$ cat src/rtl/line_decoder_seq.sv
// Registered SEL_W-to-2**SEL_W line decoder with one-hot/thermometer output
// and an auto-advancing index for sequential line scans.
//
// state     | meaning
// ----------+-----------------------------------------------------------
// ST_IDLE   | no index loaded since reset; D inactive, step ignored
// ST_ACTIVE | index loaded; D follows idx/mode while en=1, step may advance
module line_decoder_seq #(
    parameter int SEL_W      = 4,
    parameter bit ACTIVE_LOW = 1'b0
) (
    input  logic                    clk,
    input  logic                    rst_n,
    input  logic                    load,
    input  logic [SEL_W-1:0]        A,
    input  logic [1:0]              mode,
    input  logic                    step,
    input  logic                    en,
    output logic [(2**SEL_W)-1:0]   D,
    output logic [SEL_W-1:0]        idx,
    output logic                    valid,
    output logic                    wrap
);

    localparam int                  OUT_W      = 2**SEL_W;
    localparam logic [SEL_W-1:0]    IDX_MAX    = '1;
    localparam logic [OUT_W-1:0]    D_INACTIVE = {OUT_W{ACTIVE_LOW}};
    localparam logic [OUT_W-1:0]    D_LSB      = {{(OUT_W-1){1'b0}}, 1'b1};

    typedef enum logic {
        ST_IDLE   = 1'b0,
        ST_ACTIVE = 1'b1
    } state_t;

    state_t             r_state;
    logic [SEL_W-1:0]   r_idx;
    logic [1:0]         r_mode;
    logic               r_wrap;
    logic [OUT_W-1:0]   r_d;

    state_t             w_state_next;
    logic [SEL_W-1:0]   w_idx_next;
    logic [1:0]         w_mode_next;
    logic               w_wrap_next;
    logic [OUT_W-1:0]   w_onehot;
    logic [OUT_W-1:0]   w_therm;
    logic [OUT_W-1:0]   w_d_active;
    logic [OUT_W-1:0]   w_d_next;

    // load has priority over step; a step only counts once a scan is armed
    always_comb begin
        w_state_next = r_state;
        w_idx_next   = r_idx;
        w_mode_next  = r_mode;
        w_wrap_next  = 1'b0;
        if (load) begin
            w_state_next = ST_ACTIVE;
            w_idx_next   = A;
            w_mode_next  = mode;
        end else if ((r_state == ST_ACTIVE) && r_mode[1] && step) begin
            w_idx_next  = r_idx + 1'b1;
            w_wrap_next = (r_idx == IDX_MAX);
        end
    end

    // Thermometer = all bits at or below idx: (onehot << 1) - 1, which
    // naturally becomes all-ones when idx is the top line.
    always_comb begin
        w_onehot   = D_LSB << w_idx_next;
        w_therm    = (w_onehot << 1) - D_LSB;
        w_d_active = '0;
        if ((w_state_next == ST_ACTIVE) && en) begin
            w_d_active = w_mode_next[0] ? w_therm : w_onehot;
        end
        w_d_next = ACTIVE_LOW ? ~w_d_active : w_d_active;
    end

    always_ff @(posedge clk or negedge rst_n) begin
        if (!rst_n) begin
            r_state <= ST_IDLE;
            r_idx   <= '0;
            r_mode  <= 2'b00;
            r_wrap  <= 1'b0;
            r_d     <= D_INACTIVE;
        end else begin
            r_state <= w_state_next;
            r_idx   <= w_idx_next;
            r_mode  <= w_mode_next;
            r_wrap  <= w_wrap_next;
            r_d     <= w_d_next;
        end
    end

    assign D     = r_d;
    assign idx   = r_idx;
    assign valid = (r_state == ST_ACTIVE);
    assign wrap  = r_wrap;

endmodule

$ cat config.mk
export PLATFORM = sky130hd
export DESIGN_NAME = line_decoder_seq
export DESIGN_NICKNAME = d
export VERILOG_FILES = /design/src/rtl/line_decoder_seq.sv
export SDC_FILE = /design/constraint.sdc
export NUM_CORES = 1
export LEC_CHECK = 0
export BUFFER_PORTS_ARGS = -buffer_cell sky130_fd_sc_hd__buf_4
export CAP_MARGIN = 20
export CORE_MARGIN = 3
export CORE_UTILIZATION = 30
export DETAILED_ROUTE_END_ITERATION = 8
export HOLD_SLACK_MARGIN = 0.12
export SYNTH_ARGS = -nofsm -noshare
export SYNTH_HDL_FRONTEND = slang
export SYNTH_SLANG_ARGS = --single-unit
$ cat constraint.sdc
create_clock -name clk -period 5.4 [get_ports clk]
set_clock_uncertainty 0.1 [all_clocks]
set_input_delay 1.08 -clock clk [delete_from_list [all_inputs] [get_ports clk]]
set_output_delay 1.08 -clock clk [all_outputs]
set_load 0.01 [all_outputs]
==> impl_metrics.env <==
export IMPL_ys_seq_area_share_pct=48.2
export IMPL_syn_num_nets=140
export IMPL_hold_viol_final=0
export IMPL_grt_max_degree=25
export IMPL_drt_total_wl_mm=3.11
export IMPL_clock_path_buffers=2
export IMPL_grtUsageMet3_pct=3.60
export IMPL_cts_setup_buffers=0
export IMPL_die_w_um=70.5
export IMPL_path_clk_slew_ps=80
export IMPL_synth_top_area_share_pct=48.2
export IMPL_holdPathStages=1
export IMPL_grt_total_usage_pct=12.7
export IMPL_maxCapViolCount=0
export IMPL_min_from="r_mode[1]"
export IMPL_final_max_slew_violation_count=0
export IMPL_hp_class="register to register"
export IMPL_synth_top_area_cell="dfrtp_1"
export IMPL_vias=1117
export IMPL_tightest_slew_ps=578
export IMPL_drcViolationCount=0
export IMPL_timing_rr_end="D[7]"
export IMPL_vdd_drop_max_uv=177
export IMPL_combinationalPowerShare_pct=30.1
export IMPL_coreArea_um2=3830
export IMPL_met1_usage_pct=18.4
export IMPL_grt_pass1_vias=974
export IMPL_grt_ovfl_total=0
export IMPL_synthesis_area_um2=1250
export IMPL_r2r_start="valid"
export IMPL_port_buffers=32
export IMPL_busiest_layer="met2"
export IMPL_p_seq_share_pct=44.0
export IMPL_p_switching_uw=145
export IMPL_die_area_um2=4960
export IMPL_fin_nets=171
export IMPL_setup_viol=0
export IMPL_synth_edf_count=0
export IMPL_firstDrtPassIters=4
export IMPL_switching_share_pct=31.3
export IMPL_grtUsageMet2_pct=19.0
export IMPL_relSlewSlack_pct=61.5
export IMPL_clkPwrFrac_pct=25.8
export IMPL_clock_fmax_mhz=269
export IMPL_start_util_pct=32.6
export IMPL_timing_reg2reg_worst_path_depth=10
export IMPL_clk_latency_ps=260
export IMPL_syn_inst=127
export IMPL_cp_max_fo=13
export IMPL_clockRootBuffer="clkbuf_8"
export IMPL_antenna_found_initial=0
export IMPL_ys_warn_count=0
export IMPL_ys_types=43
export IMPL_finalCriticalPeriod_ps=3720
export IMPL_ys_ff_latch=24
export IMPL_cts_tree="yes"
export IMPL_avgSynthCellArea_um2=9.81
export IMPL_holdBufCountCts=0
export IMPL_grt_pass1_wl_mm=5.06
export IMPL_start_kind="primary input"
export IMPL_period_share_pct=68.9
export IMPL_drt_wirelength_per_cell_um=15.2
export IMPL_holdWs_ps=477
export IMPL_required_ps=5470
export IMPL_rrSetupSlack_ps=2140
export IMPL_end_kind="register"
export IMPL_n_antenna_cell=0
export IMPL_cts_inserted_buffers=3
export IMPL_critical_path_class="primary input to register"
export IMPL_die_y_um=70.5
export IMPL_cts_max_level=1
export IMPL_cellLeakagePower_uw=0.000708
export IMPL_yosys_top_cells_area="dfrtp_1, nand2_1, nor2_1, a21oi_1, nand3_1"
export IMPL_vias_per_cell=5.45
export IMPL_rsz0062_at_grt="no"
export IMPL_worstPathArrival_ps=3790
export IMPL_ios=33
export IMPL_synthArstFlopShare_pct=100
export IMPL_internal_power_uw=318
export IMPL_finalSetupTns_ps=0
export IMPL_ant_nets=0
export IMPL_status="finished clean"
export IMPL_cts_resized=0
export IMPL_whs_endpoint="r_mode[1]"
export IMPL_yosys_cell_count_top_type="dfrtp_1"
export IMPL_powerDensity_nw_per_um2=294
export IMPL_std_cell_rows=22
export IMPL_areaGrowthSynthToFinish_pct=26.7
export IMPL_dp_hpwl_mm=2.23
export IMPL_drtIter0Drc=108
export IMPL_drive_above_1_share_pct=29.3
export IMPL_cts_sinks=24
export IMPL_ys_flop_type="dfrtp_1"
export IMPL_synth_commonest_cells="dfrtp_1, nand2_1, nor2_1"
export IMPL_fill_cells=380
export IMPL_place_congestion=0.837
## cell usage in the layout, fill, tap and decap left out, types with 3 or more instances in the layout
master and count:
nor2_1 10, a221oi_1 3, buf_4 33, nand2_1 14, dfrtp_1 24, o21ai_0 6
a21oi_1 6, clkbuf_8 4, nor3_1 5, nand3_1 6
## through the flow
stage	power (uW)	util [%]	worst slack (ps)	instances	instance area, um^2
after floorplan	294	-	1910	127	1250
after global placement	346	39.8	1510	201	1520
after detailed placement	346	39.8	1430	201	1520
after CTS	469	41.3	1690	205	1580
after global routing	492	41.3	1470	205	1580
final	464	41.3	1680	205	1580
## critical path: stages
cell	delay, ps
buf_4	90
nand3_1	80
or2_1	270
a221oi_4	530
inv_2	190
nor3_1	270
nand2_1	110
ha_1	340
or3_1	400
a21o_1	190
a221oi_2	240
## power by group through the flow
stage          sequential [uW]  clock [uW]  combinational [uW]
3_5_place_dp               208           0                 139
4_1_cts                    204         126                 139
2_1_floorplan              214           0                79.9
5_1_grt                    207         133                 153
3_3_place_gp               207           0                 139
6_report                   204         120                 140
## routing by layer
layer	routed length [um]	up-vias	part of all wire, %
li1	-	524	-
met4	13	0	0.42
met5	0	-	0
met1	1360	539	44
met3	251	2	8.1
met2	1490	52	48
## worst max-delay path by stage
stage / from / endpoint / cells after the start
finish: step / D[7] / 11
global route: step / D[7] / 11
CTS: step / D[7] / 11
detailed placement: step / D[7] / 11
global placement: step / D[7] / 11
floorplan: step / D[9] / 12
## cell type report
cell class,instances,area [um^2],area share (%)
clock buffer,4,55.1,3.49
inverter,5,18.8,1.19
multi-input combinational,91,597,37.8
sequential,24,601,38.0
tap,48,60.1,3.80
timing repair buffer,33,248,15.7
## state kept, by name, summed over array words and instances (netlist names)
signal / flops
r_mode: 2
D: 16
wrap: 1
idx: 4
valid: 1
## cell families (layout without fill, tap and decap cells)
group                    count (synthesis)  in the layout  share of synthesized area, %
multiplexers                             5              5                          4.62
XOR/XNOR                                 2              2                          1.41
buffers and inverters                   12             42                          3.92
AO/OA/AOI/OAI                           35             35                          22.0
adder cells (fa/ha/maj)                  2              2                          2.01
AND/OR/NAND/NOR                         47             47                          17.9
flip-flops                              24             24                          48.2
Note: power is estimated with default switching activity, not from simulation.
